[config.mk]
export PLATFORM = sky130hd
export DESIGN_NAME = serial_adder
export DESIGN_NICKNAME = d
export VERILOG_FILES = /design/src/rtl/serial_adder.sv
export SDC_FILE = /design/constraint.sdc
export NUM_CORES = 1
export LEC_CHECK = 0
export ABC_AREA = 1
export CAP_MARGIN = 20
export CELL_PAD_IN_SITES_DETAIL_PLACEMENT = 1
export CELL_PAD_IN_SITES_GLOBAL_PLACEMENT = 2
export CORE_ASPECT_RATIO = 1.1
export CORE_MARGIN = 2
export CORE_UTILIZATION = 31
export DETAILED_ROUTE_END_ITERATION = 10
export PLACE_DENSITY_LB_ADDON = 0.1
export SLEW_MARGIN = 20
export SYNTH_ARGS = -nofsm -noshare
export SYNTH_HDL_FRONTEND = slang
export SYNTH_SLANG_ARGS = --single-unit
[constraint.sdc]
create_clock -name clk -period 1.55 [get_ports clk]
set_input_delay 0.3875 -clock clk [delete_from_list [all_inputs] [get_ports clk]]
set_output_delay 0.3875 -clock clk [all_outputs]
set_load 0.01 [all_outputs]
[src/rtl/serial_adder.sv]
// Bit-serial adder: one full-adder slice plus a registered carry produces a
// WIDTH-bit sum LSB-first over WIDTH cycles, then pulses done for one cycle.

// Single-bit full adder slice.
module full_adder (
    input  logic x,
    input  logic y,
    input  logic ci,
    output logic s,
    output logic co
);

    assign s  = x ^ y ^ ci;
    assign co = (x & y) | (ci & (x ^ y));

endmodule

module serial_adder #(
    parameter int unsigned WIDTH = 8
) (
    input  logic             clk,
    input  logic             rst_n,
    input  logic             start,
    input  logic [WIDTH-1:0] a,
    input  logic [WIDTH-1:0] b,
    input  logic             cin,
    output logic             busy,
    output logic             done,
    output logic [WIDTH-1:0] sum,
    output logic             cout
);

    localparam int unsigned CNT_W = $clog2(WIDTH);

    typedef enum logic {StIdle, StRun} state_e;

    state_e             state_q, state_d;
    logic [WIDTH-1:0]   a_sh_q, b_sh_q, acc_q, sum_q;
    logic [WIDTH-1:0]   acc_nxt;
    logic [CNT_W-1:0]   cnt_q;
    logic               carry_q, cout_q, busy_q, done_q;
    logic               s_bit, c_bit;
    logic               last;

    full_adder u_fa (
        .x  (a_sh_q[0]),
        .y  (b_sh_q[0]),
        .ci (carry_q),
        .s  (s_bit),
        .co (c_bit)
    );

    assign last = (cnt_q == CNT_W'(WIDTH - 1));
    // New sum bit enters at the MSB; the shift form keeps every acc bit in use.
    assign acc_nxt = WIDTH'({s_bit, acc_q} >> 1);

    // State register.
    always_ff @(posedge clk or negedge rst_n) begin
        if (!rst_n) begin
            state_q <= StIdle;
        end else begin
            state_q <= state_d;
        end
    end

    // Next-state: accept start in IDLE, leave RUN after the last bit.
    always_comb begin
        state_d = state_q;
        case (state_q)
            StIdle: if (start) state_d = StRun;
            StRun:  if (last)  state_d = StIdle;
        endcase
    end

    // Datapath: operand capture, bit-serial shifting and result registers.
    always_ff @(posedge clk or negedge rst_n) begin
        if (!rst_n) begin
            a_sh_q  <= '0;
            b_sh_q  <= '0;
            acc_q   <= '0;
            sum_q   <= '0;
            cnt_q   <= '0;
            carry_q <= 1'b0;
            cout_q  <= 1'b0;
            busy_q  <= 1'b0;
            done_q  <= 1'b0;
        end else begin
            busy_q <= (state_d == StRun);
            done_q <= 1'b0;
            if (state_q == StIdle) begin
                if (start) begin
                    a_sh_q  <= a;
                    b_sh_q  <= b;
                    carry_q <= cin;
                    cnt_q   <= '0;
                end
            end else begin
                carry_q <= c_bit;
                acc_q   <= acc_nxt;
                a_sh_q  <= a_sh_q >> 1;
                b_sh_q  <= b_sh_q >> 1;
                cnt_q   <= cnt_q + CNT_W'(1);
                if (last) begin
                    sum_q  <= acc_nxt;
                    cout_q <= c_bit;
                    done_q <= 1'b1;
                end
            end
        end
    end

    assign busy = busy_q;
    assign done = done_q;
    assign sum  = sum_q;
    assign cout = cout_q;

endmodule

== Word level (Yosys, flattened, before mapping) ==
Index checks and enable logic that the tools add are counted.

* Register bits: 39
* Bits in latches: 0
* RAM bits: 0
* Bits in read-only memories: 0
* Input bits: 20
* Output and inout bits: 11
* Logic and storage cells: 32
* Memories kept: 0

* $add $sub $neg: 1
* Multipliers: 0
* Divide/modulo/power cells: 0
* Magnitude comparators: 0
* Equal/unequal tests: 1
* Shift operators: 0
* Mux-type cells: 13
* Bitwise gates (word level): 6
* Reductions and logical operators: 2

{| class="wikitable"
|+ Operators by type and width
! kind !! count
|-
| $mux W8 || 4
|-
| $mux W1 || 6
|-
| $mux W3 || 2
|-
| $add A3 B1 Y3 const B || 1
|-
| $eq A3 B3 Y1 const B || 1
|-
| $and A1 B1 Y1 || 2
|-
| $pmux W1 S2 || 1
|-
| $reduce_and A2 Y1 || 1
|-
| $reduce_bool A2 Y1 || 1
|-
| $xor A1 B1 Y1 || 2
|-
| $not A1 Y1 || 1
|-
| $or A1 B1 Y1 || 1
|}

== Logic depth before layout (Yosys ltp) ==
* Depth in word-level cells: 4
* Depth in mapped cells: 6
* Depth with buffers taken out: 6

== Cells and area by module ==
A second synthesis with hierarchy kept.

* Cells, all modules: 171
* Area total of the unflattened synthesis: 1635.3 um^2

{| class="wikitable"
|+ Modules (own cells, without submodules)
! module !! times used !! cells an instance !! area each (um^2) !! seq. area each (um^2)
|-
| serial_adder || 1 || 170 || 1615.3 || 950.9
|-
| full_adder || 1 || 1 || 20.0 || 0.0
|}

== Worst setup path after synthesis ==
Ideal clock, no wire load.

* Path type: flip-flop to flip-flop
* Start point: register cnt_q[0]
* End point: register sum_q[4] (netlist: sum[4])
* Setup time: 0.074 ns
* Arrival time: 1.117 ns
* Data required time: 1.476 ns
* Setup slack: 0.359 ns
* Cell stages (with the launch flop): 7
* Buffers on the path: 1
* Period minus slack after synthesis: 1.191 ns
* Cells stage by stage: dfrtp_1 -> ha_1 -> ha_1 -> nand2_4 -> buf_6 -> nand2_1 -> o21ai_2

* Cells in the longest elaborated chain, start to end: 2

{| class="wikitable"
|+ RTL lines
! what !! line !! RTL
|-
| start, declared || 40 || <nowiki>logic [CNT_W-1:0] cnt_q;</nowiki>
|-
| start signal, assigned || 102 || <nowiki>cnt_q <= cnt_q + CNT_W'(1);</nowiki>
|-
| $eq A3 B3 Y1 || 53 || <nowiki>assign last = (cnt_q == CNT_W'(WIDTH - 1));</nowiki>
|-
| $reduce_and A2 Y1 (no source line) || - ||
|-
| end signal, assigned || 104 || <nowiki>sum_q <= acc_nxt;</nowiki>
|-
| end, declared || 38 || <nowiki>logic [WIDTH-1:0] a_sh_q, b_sh_q, acc_q, sum_q;</nowiki>
|}

Every way passes these cells.
A chain may end at the register's enable or synchronous reset.

== Worst setup path after layout ==
* Start point: register cnt_q[0]
* End point: register sum_q[7] (netlist: sum[7])

The elaborated chain is that of the path after synthesis.

==> flow_summary_export.csv <==
group,metric,value,unit
yosys,synth_area_per_cell,9.57,um2
yosys,syn_inst,171,
drt,wl,3500,um
job,drv_cap,0,
worst_setup_path,worst-path-buf-inv,1,
sta,period_needed,1370,ps
worst_setup_path,reg2reg_depth,6,
worst_setup_path,cpLargestDelayFamily,"adder cells",
worst_setup_path,critPathMaxStageDelay,400,ps
die,dieArea,5880,um2
global_route,overflow,0,
yosys,yosys.area.top_type,"dfrtp_1",
placed_design,gp_congestion,0.681,
clock_tree,clk_pin_slew,70,ps
clock_tree,cts_hold_buf,0,
yosys,synth_top_family_by_area,"simple AND/OR/NAND/NOR gates",
yosys,syn_area,1640,um2
yosys,synth.most_common_cell,"nand2_1",
sta,setup_ws,184,ps
worst_setup_path,critPathLaunchType,"register",
clock_tree,htreeDepth,2,
clock_tree,postCtsSetupRepairBufs,0,
die,core_area,5030,um2
yosys,synthSimpleGateAreaFrac,25.4,%
yosys,ys_seq_area_share,58.1,%
drt,drc,0,
placed_design,io_buffers,30,
sta,final.setup.tns,0,ps
drt,dr_total_vias,1262,
die,initial_core_util,32.5,%
clock_tree,clockBufferDepth,2,
sta,worstMarginPinSlew,394,ps
clock_tree,cts_tree,"built",
yosys,synth.ff_latch_count,38,
yosys,synth_warnings,0,
global_route,grt_pass1_wl,6110,um
worst_setup_path,rrSetupSlack,180,ps
yosys,netlist_top_cells_count,"nand2_1, dfrtp_1, nand3_1",
run_status,status,"complete, no violations",
global_route,grt_max_degree,35,
sta,setup_viol,0,
worst_setup_path,slowest_stage,"dfrtp_1",
global_route,track_usage,13.6,%
drt,wl_per_cell,13.5,um
worst_setup_path,crit_arrival,1550,ps
worst_setup_path,r2r-end,"sum[7]",
drt,dr.first_iter.drc_count,68,
sta,slew_headroom,73.7,%
die,rows,27,
sta,finalMaxSlewViolations,0,
yosys,synth_nets,194,
yosys,synth_xor_xnor_area_share,0,%
global_route,grt_pass1_vias,1333,
power,p_leak,1.03,nW
power,max-vdd-ir-drop,722,uV
power,power_density,1720,nW/um2
sta,whs,17.1,ps
yosys,muxShareOfSynthArea,0,%
die,die_h,80.2,um
yosys,synth_edf_count,0,
worst_setup_path,crit_path_end_kind,"register",
drt,via_per_inst,4.85,
sta,clock_skew,7.70,ps
clock_tree,clock-root-buffer,"clkbuf_8",
die,ios,31,
placed_design,hpwl,2440,um
worst_setup_path,path_cells,"ha_1, ha_1, nand2_4, inv_1, nand2_1, nand2_1",
drt,detail-route-antenna-nets,0,
clock_tree,cts.sinks,38,
cells_and_area,areaGrowthSynthToFinish,24.7,%
sta,fmax,732,MHz
power,total_power,0.00352,W
sta,period_share,88.1,%
clock_tree,insertion_delay,290,ps
yosys,yosysUniqueCellTypes,14,
worst_setup_path,timing.rr.start,"cnt_q[0]",
cells_and_area,antenna_cells,0,
yosys,synth_top_area_share,58.1,%
placed_design,dp_slack,75.7,ps
yosys,synth_ff_type,"dfrtp_1",
sta,hold_violations,0,
die,die_w,73.3,um
yosys,synth_compound_area_share,6.19,%
global_route,antenna_found_initial,0,
drt,first_pass_iters,4,
worst_setup_path,cp_data_required_time,1730,ps
clock_tree,cts_buffers,5,
placed_design,placed_area,1970,um2
cells_and_area,fin_nets,225,
worst_hold_path,hold_path_class,"in2async",
yosys,synthAdderAreaFrac,2.75,%
cells_and_area,stdcell_area,2040,um2
sta,rsz0062_at_grt,"false",
cells_and_area,layout-drive-gt1-share,10.9,%
yosys,synth.area.top_cells,"dfrtp_1, nand2_1, nand3_1, buf_6, o21ai_2",
worst_setup_path,criticalPathCategory,"reg2reg",
yosys,synthArstFlopShare,100,%
worst_setup_path,crit_fanout,17,
-- area by class of cell --
class / instances / area, um2
fillers: 591 / 2990
flip-flops and latches: 38 / 951
multi-input cells: 114 / 562
repair buffers: 34 / 340
well taps: 58 / 72.6
clock buffers: 5 / 68.8
inverters: 9 / 36.3
clock inverters: 2 / 10.0
-- stage by stage --
stage                     util, %  instances
after floorplan                 -        171
after global placement       39.2        253
after detailed placement     39.2        253
after CTS                    40.5        260
after global routing         40.5        260
final                        40.5        260
-- worst max path at each step --
stage / from / endpoint / slack, ps / cells after the start
after global placement: start / b_sh_q[1] / 130 / 4
after floorplan: cnt_q[0] / sum[4] / 360 / 6
after detailed placement: start / b_sh_q[2] / 80 / 4
after CTS: done / done / 10 / 1
after global routing: cnt_q[0] / sum[7] / 70 / 6
final: cnt_q[0] / sum[7] / 180 / 6
-- what timing repair did --
| action | in CTS | in global routing |
|---|---|---|
| pin swaps | 0 | 0 |
| gates resized for setup | 10 | 1 |
| endpoints found under the setup margin | 10 | 1 |
| hold endpoints to repair | 0 | 0 |
-- routing by layer --
| metal | part of all wire (%) | GRT usage [%] | vias to the layer above |
|---|---|---|---|
| met5 | 0 | 0 | - |
| met4 | 1.6 | 5.00 | 0 |
| met3 | 5.0 | 3.76 | 7 |
| met2 | 51 | 24.5 | 30 |
| met1 | 42 | 14.9 | 613 |
| li1 | - | - | 612 |
-- flip-flops by register name, summed over array words and instances, names as in the netlist --
signal	cells
a_sh_q	8
acc_q	7
b_sh_q	8
busy	1
carry_q	1
cnt_q	3
cout	1
done	1
sum	8
-- cell usage in the layout, fill, tap and decap left out, drive strengths merged, types with 2 or more instances in the layout --
cell type,instances
clkbuf,5
dfrtp,38
ha,2
nand2,62
o21ai,15
inv,9
nor2,2
clkdlybuf4s50,18
dlygate4sd2,10
clkinv,2
buf,5
nand3,32
-- where the power goes --
group	switching, W	internal, W	total (W)
sequential	0.000201	0.00139	0.00159
clock	0.000334	0.000302	0.000636
combinational	0.000766	0.000527	0.00129
-- kinds of logic (layout without fill, tap and decap cells) --
logic type	Yosys count	count (layout)
DFF	38	38
buffers and inverters	19	50
adders and majority gates	3	3
AOI/OAI and AO/OA	15	15
and+or+nand+nor	96	96
No activity file was read; power rests on OpenSTA's default activity.
